==> src/rtl/sub_nib_engine.sv <==
// Multi-cycle S-AES nibble-substitution engine.
// Substitutes LANES nibbles per clock, lowest group first, with valid/ready on both sides.
// Optional build macro SUBNIB_ROTNIB_EN adds a rot input that swaps word halves at accept.
module sub_nib_engine #(
    parameter int unsigned NIBBLES = 4,
    parameter int unsigned LANES   = 2
) (
    input  logic                   clk,
    input  logic                   rst_n,
    input  logic                   flush,
    input  logic                   in_valid,
    output logic                   in_ready,
    input  logic [4*NIBBLES-1:0]   din,
    input  logic                   inv,
    output logic                   out_valid,
    input  logic                   out_ready,
`ifdef SUBNIB_ROTNIB_EN
    input  logic                   rot,
`endif
    output logic [4*NIBBLES-1:0]   dout
);

    localparam int unsigned W      = 4 * NIBBLES;
    // Guarded so a bad LANES reaches the elaboration error below instead of dividing by zero.
    localparam int unsigned GROUPS = (LANES != 0) ? NIBBLES / LANES : 1;
    localparam int unsigned GW     = (GROUPS > 1) ? $clog2(GROUPS) : 1;

    if (NIBBLES < 1) begin : g_bad_nibbles
        $error("sub_nib_engine: NIBBLES must be >= 1");
    end
    if (LANES < 1 || (LANES != 0 && (NIBBLES % LANES) != 0)) begin : g_bad_lanes
        $error("sub_nib_engine: LANES must divide NIBBLES");
    end
`ifdef SUBNIB_ROTNIB_EN
    if ((NIBBLES % 2) != 0) begin : g_bad_rot
        $error("sub_nib_engine: RotNib needs an even NIBBLES");
    end
`endif

    typedef enum logic [1:0] {StIdle, StBusy, StDone} state_e;

    state_e          state_q, state_d;
    logic [W-1:0]    data_q, data_d;
    logic [GW-1:0]   grp_q, grp_d;
    logic            inv_q, inv_d;
    logic            out_valid_q, out_valid_d;
    logic [W-1:0]    latch_word;

    function automatic logic [3:0] sbox(input logic [3:0] x, input logic inverse);
        logic [3:0] f;
        logic [3:0] r;
        case (x)
            4'h0: begin f = 4'h9; r = 4'hA; end
            4'h1: begin f = 4'h4; r = 4'h5; end
            4'h2: begin f = 4'hA; r = 4'h9; end
            4'h3: begin f = 4'hB; r = 4'hB; end
            4'h4: begin f = 4'hD; r = 4'h1; end
            4'h5: begin f = 4'h1; r = 4'h7; end
            4'h6: begin f = 4'h8; r = 4'h8; end
            4'h7: begin f = 4'h5; r = 4'hF; end
            4'h8: begin f = 4'h6; r = 4'h6; end
            4'h9: begin f = 4'h2; r = 4'h0; end
            4'hA: begin f = 4'h0; r = 4'h2; end
            4'hB: begin f = 4'h3; r = 4'h3; end
            4'hC: begin f = 4'hC; r = 4'hC; end
            4'hD: begin f = 4'hE; r = 4'h4; end
            4'hE: begin f = 4'hF; r = 4'hD; end
            default: begin f = 4'h7; r = 4'hE; end
        endcase
        return inverse ? r : f;
    endfunction

    // Word as it enters the data register; RotNib swaps halves here so it costs no cycle.
    always_comb begin
        latch_word = din;
`ifdef SUBNIB_ROTNIB_EN
        if (rot) begin
            latch_word = {din[W/2-1:0], din[W-1:W/2]};
        end
`endif
    end

    // Next-state: accept in IDLE, one nibble group per clock in BUSY, hold in DONE.
    always_comb begin
        int unsigned base;
        state_d     = state_q;
        data_d      = data_q;
        grp_d       = grp_q;
        inv_d       = inv_q;
        out_valid_d = out_valid_q;
        base        = 32'(grp_q) * LANES;
        if (flush) begin
            // Data register is left alone so dout keeps its last value.
            state_d     = StIdle;
            out_valid_d = 1'b0;
            grp_d       = '0;
        end else begin
            unique case (state_q)
                StIdle: begin
                    if (in_valid) begin
                        data_d  = latch_word;
                        inv_d   = inv;
                        grp_d   = '0;
                        state_d = StBusy;
                    end
                end
                StBusy: begin
                    for (int unsigned l = 0; l < LANES; l++) begin
                        data_d[(base + l) * 4 +: 4] = sbox(data_q[(base + l) * 4 +: 4], inv_q);
                    end
                    grp_d = grp_q + GW'(1);
                    if (grp_q == GW'(GROUPS - 1)) begin
                        grp_d       = '0;
                        state_d     = StDone;
                        out_valid_d = 1'b1;
                    end
                end
                StDone: begin
                    if (out_ready) begin
                        out_valid_d = 1'b0;
                        state_d     = StIdle;
                    end
                end
                default: state_d = StIdle;
            endcase
        end
    end

    // State and datapath registers; reset loses any word in flight.
    always_ff @(posedge clk or negedge rst_n) begin
        if (!rst_n) begin
            state_q     <= StIdle;
            data_q      <= '0;
            grp_q       <= '0;
            inv_q       <= 1'b0;
            out_valid_q <= 1'b0;
        end else begin
            state_q     <= state_d;
            data_q      <= data_d;
            grp_q       <= grp_d;
            inv_q       <= inv_d;
            out_valid_q <= out_valid_d;
        end
    end

    assign in_ready  = (state_q == StIdle);
    assign out_valid = out_valid_q;
    assign dout      = data_q;

endmodule

==> config.mk <==
export PLATFORM = sky130hd
export DESIGN_NAME = sub_nib_engine
export DESIGN_NICKNAME = d
export VERILOG_FILES = /design/src/rtl/sub_nib_engine.sv
export SDC_FILE = /design/constraint.sdc
export NUM_CORES = 1
export LEC_CHECK = 0
export ABC_AREA = 1
export CAP_MARGIN = 5
export CORE_UTILIZATION = 55
export DETAILED_ROUTE_END_ITERATION = 10
export GPL_TIMING_DRIVEN = 0
export MAX_ROUTING_LAYER = met4
export PLACE_DENSITY = 0.86
export SLEW_MARGIN = 20
export SYNTH_ARGS = -nofsm -noshare
export SYNTH_HDL_FRONTEND = slang
export SYNTH_SLANG_ARGS = --single-unit
==> constraint.sdc <==
create_clock -name clk -period 5.27 [get_ports clk]
set_input_delay 0.527 -clock clk [delete_from_list [all_inputs] [get_ports clk]]
set_output_delay 0.527 -clock clk [all_outputs]
set_load 0.01 [all_outputs]
==> results of run 1 <==
-- sequential cells by signal, indices dropped and copies added (netlist names) --
name       count
inv_q          1
state_q        2
out_valid      1
grp_q          1
dout          16
-- power groups by stage --
stage	combinational (mW)	clock [mW]	sequential [mW]
finish	0.621	0.0765	0.252
global route	0.700	0.0847	0.258
floorplan	0.388	0	0.270
CTS	0.617	0.0783	0.251
detailed placement	0.614	0	0.253
global placement	0.603	0	0.253
-- placed cells by master (no fill, tap or decap), drive strengths merged --
master,count
nand2,86
o31ai,1
o41ai,1
ha,15
nand3b,1
nor2,16
nand4,5
clkbuf,5
a21oi,26
nand3,33
o21ai,12
inv,29
buf,9
a22oi,4
clkdlybuf4s50,39
a21boi,4
dfrtp,21
-- critical path, stage by stage, from the launching register on --
cell,delay [ns]
dfrtp_1,0.37
buf_4,0.16
inv_2,0.08
buf_6,0.15
nand2_1,0.07
nand2_1,0.20
inv_1,0.14
ha_1,0.33
inv_1,0.06
nor2_1,0.03
o21ai_0,0.17
nand2_1,0.08
inv_1,0.08
nand2_1,0.05
a21boi_1,0.13
-- through the flow --
stage | setup WS [ns] | std cells
floorplan | 3.41 | 264
global placement | 3.16 | 347
detailed placement | 3.13 | 347
CTS | 3.10 | 351
global route | 2.90 | 351
finish | 3.08 | 351
-- synth_stat cells, types with 3 or more instances --
library cell	number	area, um2
buf_6	4	45.0
a22oi_1	4	30.0
nor2_1	15	56.3
a21boi_1	4	30.0
ha_1	15	188
dfrtp_1	21	526
a21oi_1	25	125
nand2_1	80	300
o21ai_0	10	50.1
nand3_1	33	165
inv_1	28	105
nand4_1	5	31.3
buf_2	3	15.0
nand2_2	5	31.3
-- layer usage --
layer	vias up	part of all wire (%)
li1	956	-
met1	866	44
met2	72	49
met3	4	6.2
met4	0	0.74
met5	-	0
-- path summary, 6_finish.rpt --
check	slack [ns]	endpoint	cells after the start	startpoint
worst max register to register	3.08	dout[14]	14	grp_q
max in group asynchronous	3.93	dout[1]	1	rst_n
worst min register to register	0.58	dout[0]	2	dout[0]
worst max-delay path	3.08	dout[14]	14	grp_q
min in group asynchronous	0.75	dout[5]	1	rst_n
worst min-delay path	0.58	dout[0]	2	dout[0]
-- logic make-up after synthesis --
| group | Yosys count | share of synthesized area [%] |
|---|---|---|
| simple gates | 141 | 34.3 |
| compound gates | 48 | 15.3 |
| buf+inv | 39 | 10.5 |
| flops | 21 | 29.4 |
| fa+ha+maj | 15 | 10.5 |
-- final cells by class --
type | instances | area [um2]
plain buffers | 10 | 78.8
clock buffers | 4 | 26.3
repair buffers | 39 | 390
well taps | 44 | 55.1
flip-flops and latches | 21 | 526
multi-input cells | 204 | 1070
inverters | 29 | 109
fillers | 288 | 818
==> run metrics, run 1 <==
Main synth FF type dfrtp_1; layer with the highest usage met2; Int Power 0.494 mW; Post-synth ARST share 100%; CP max FO 10; H-Tree Depth 1; Final Hold Violating Endpoints 0; post-synthesis register bit count 21; Initial Util 58.1%; number of flops mapped to enable cells by yosys 0; largest net degree at the start of global routing 22; total global-route track usage 29.3%; wire length per cell 13.0 um; Hold Slack 0.584 ns; Skew-Pair Late Insertion Delay 0.30 ns; met3 Use GR 3.06%; total number of yosys warnings 0; DRT Pass-1 Iters 4; Placed Area 2230 um2; DRC 0; Final GP Congestion 0.916; post-CTS setup buffers 0; VDD IR-drop max 232 uV; Pwr Density 420 nW/um2; via count 1,898; syn_nets 301; Slew Viols, Final 0; area growth from synthesis to layout 26.4%; # diodes 0; setup violators final 0; Relative slew margins 36.0%; Final Util 73.4%; Avg Vias per Cell 5.41; global route overflow 0; port buffer count 39; clock-pin slew on the worst setup and hold paths 0.11 ns; synth unique cells 25; GR Util met1 36.9%; Die W 59.0 um; TritonCTS clock tree built; Design Power 0.950 mW; sequential-to-total area share from yosys stat 29.4%; max-cap violation count 0; Die Height 59.0 um; Longest Clk Path Bufs 2; Core Footprint 3080 um2; # IOs 40; met2 usage 49.8%; post-route ant nets 0; Critical Setup Path Class register to register; Worst Path Arrival 2.41 ns; sequential share of power 26.5%; CTS buffer count 3; Cell Area, Synth 1790 um2; leakage 1.12 nW; Final Skew 0.0102 ns; Clock Power Share 8.1%; Setup TNS 0 ns; Root Buffer clkbuf_4; final-stage net count 345; min-delay worst type register to register; Max Clock Freq 457 MHz; P_sw 0.456 mW; vias in the first global route 1,721; Comb power frac 65.4%; cells after synthesis 264; initial antenna violation count 0; post-layout min period 2.19 ns; CTS sink cnt 21; first-pass GRT wire length 7580 um; Syn Area/Cell 6.77 um2; # resized after CTS 0; CTS hold repair buffers 0; status finished, final reports clean; DRT iter0 DRCs 145; fin crit share 41.5%; Die Area 3480 um2; layout cell share with drive strength beyond 1 7.49%; worst-margin pin slew 0.957 ns; Final Cell Area 2260 um2; Final Routed Wirelength 4570 um; CP Capture Type register; Rows 20; CP required 5.49 ns; HPWL after detailed placement 3410 um; Switching Fraction 48.0%; Setup crit start kind register; RSZ-0062 raised after global routing false
No activity file was read; power rests on OpenSTA's default activity.
==> run 2, diff against run 1 <==
--- a/config.mk
+++ b/config.mk
@@ -7,11 +7,11 @@
 export LEC_CHECK = 0
 export ABC_AREA = 1
 export CAP_MARGIN = 5
-export CORE_UTILIZATION = 55
+export CORE_UTILIZATION = 46
 export DETAILED_ROUTE_END_ITERATION = 10
 export GPL_TIMING_DRIVEN = 0
 export MAX_ROUTING_LAYER = met4
-export PLACE_DENSITY = 0.86
+export PLACE_DENSITY = 0.77
 export SLEW_MARGIN = 20
 export SYNTH_ARGS = -nofsm -noshare
 export SYNTH_HDL_FRONTEND = slang
==> constraint.sdc (replaced) <==
create_clock -name clk -period 1.8 [get_ports clk]
set_input_delay 0.18 -clock clk [delete_from_list [all_inputs] [get_ports clk]]
set_output_delay 0.18 -clock clk [all_outputs]
set_load 0.01 [all_outputs]
==> run metrics, run 2 (synthesis results as in run 1) <==
Pwr Density 1360 nW/um2; via count 2,108; Critical Setup Path Class register to register; Design Power 3.65 mW; Worst Path Arrival 2.04 ns; wire length per cell 16.0 um; # diodes 0; TritonCTS clock tree built; DRT iter0 DRCs 186; Final Skew 0.00130 ns; peak per-stage delay on the critical path 0.40 ns; CTS buffer count 3; worst r2r src grp_q; leakage 1.25 nW; Root Buffer clkbuf_8; Initial Util 48.5%; Final Routed Wirelength 5990 um; critical-path cell list buf_6 > o21ai_4 > inv_4 > ha_1 > nand2_1 > nand3_1 > nand3_1 > nand3_1 > a21oi_2; Rows 22; H-Tree Depth 1; Most Frequent Cell on Critical Path nand3_1; area of the multi-input gates 1270 um2; Core Footprint 3690 um2; Max Clock Freq 545 MHz; Die Area 4140 um2; post-layout min period 1.83 ns; Avg Vias per Cell 5.62; Skew-Pair Late Insertion Delay 0.27 ns; RR Endpoint dout[1]; Setup crit start kind register; initial antenna violation count 0; first-pass GRT wire length 8720 um; FILL cells 277; Die Height 64.3 um; clock-pin slew on the worst setup and hold paths 0.08 ns; area growth from synthesis to layout 49.8%; largest net degree at the start of global routing 22; setup violators final 3; failing checks negative setup slack; RSZ-0062 raised after global routing true; HPWL after detailed placement 3380 um; final setup margin -0.0333 ns; slowest CP cell dfrtp_1; Relative slew margins 65.1%; sequential cell area 526 um2; final-stage net count 365; Placed Area 2240 um2; CP max FO 8; dpl ws -0.278 ns; Slew Viols, Final 0; CP Capture Type register; min-delay worst type input port to asynchronous set/reset pin; vias in the first global route 1,896; status complete, but fails checks; fin crit share 102%; Final Cell Area 2680 um2; post-route ant nets 0; DRC 0; commonest non-fill, non-tap cell in the layout nand2_1; most frequent cells in the layout nand2_1 (72), clkdlybuf4s50_1 (38), nand3_1 (31); CP required 2.00 ns; max-cap violation count 0; total global-route track usage 28.2%; number of flip-flops in the largest register 16; Final GP Congestion 0.963; global route overflow 0; # IOs 40; Longest Clk Path Bufs 2; layout cell share with drive strength beyond 1 22.9%; Final Hold Violating Endpoints 0; reg2reg path depth 9; DRT Pass-1 Iters 6; worst-margin pin slew 0.524 ns; Final Util 72.6%; port buffer count 39; flop-to-flop setup slack -0.03 ns; CTS sink cnt 21; worst path bufs/invs 2; Top Family by Delay on Critical Path simple AND/OR/NAND/NOR gates; Die W 64.3 um; VDD IR-drop max 805 uV
## run 2: changes by cell type in the layout (fill, tap and decap cells not counted), sizes merged
| cell | before | now |
|---|---|---|
| buf | 9 | 29 |
| clkbuf | 5 | 4 |
| clkdlybuf4s50 | 39 | 38 |
| clkinv | 0 | 1 |
| dlygate4sd3 | 0 | 1 |
## run 2: final cells by class
| type | count | share of cell area (%) |
|---|---|---|
| plain buffers | 10 | 3.36 |
| inverters | 29 | 4.63 |
| well taps | 48 | 2.24 |
| clock buffers | 3 | 1.54 |
| multi-input cells | 204 | 47.6 |
| clock inverters | 1 | 0.187 |
| flip-flops and latches | 21 | 19.6 |
| repair buffers | 59 | 20.8 |
## run 2: through the flow
step / hold WS (ns) / std cells / setup TNS [ns]
global route: 0.440 / 375 / -0.761
global placement: 0.539 / 351 / -2.13
CTS: 0.484 / 362 / 0
floorplan: -0.116 / 264 / 0
detailed placement: 0.543 / 351 / -2.48
finish: 0.416 / 375 / -0.0694
## run 2: how the worst max path moves through the flow
stage / cells after the start / from / end / slack (ns)
6_report: 9 / grp_q / dout[1] / -0.03
5_1_grt: 9 / grp_q / dout[9] / -0.10
4_1_cts: 14 / grp_q / dout[15] / 0.008
3_5_place_dp: 11 / grp_q / dout[11] / -0.28
3_3_place_gp: 11 / grp_q / dout[11] / -0.26
2_1_floorplan: 14 / grp_q / dout[14] / 0.007
## run 2: per-layer routing
metal / vias to the layer above / global-route usage, % / share of wire (%)
met5: - / - / 0
met4: 0 / 15.0 / 3.8
met3: 24 / 4.82 / 8.5
met2: 128 / 44.5 / 49
met1: 965 / 34.3 / 39
li1: 991 / - / -
## run 2: power breakdown
part	total [mW]	switching, mW	internal, mW
combinational	2.55	1.43	1.13
sequential	0.763	0.147	0.616
clock	0.330	0.175	0.155
total	3.65	1.75	1.90
## run 2: what timing repair did
item                       CTS  global route
setup endpoints to repair   16            16
resized for setup           13            48
pin swaps                    6            24
gates cloned                 0             0
hold endpoints to repair     0            21
hold buffers                 0             1
buffers inserted             7            12
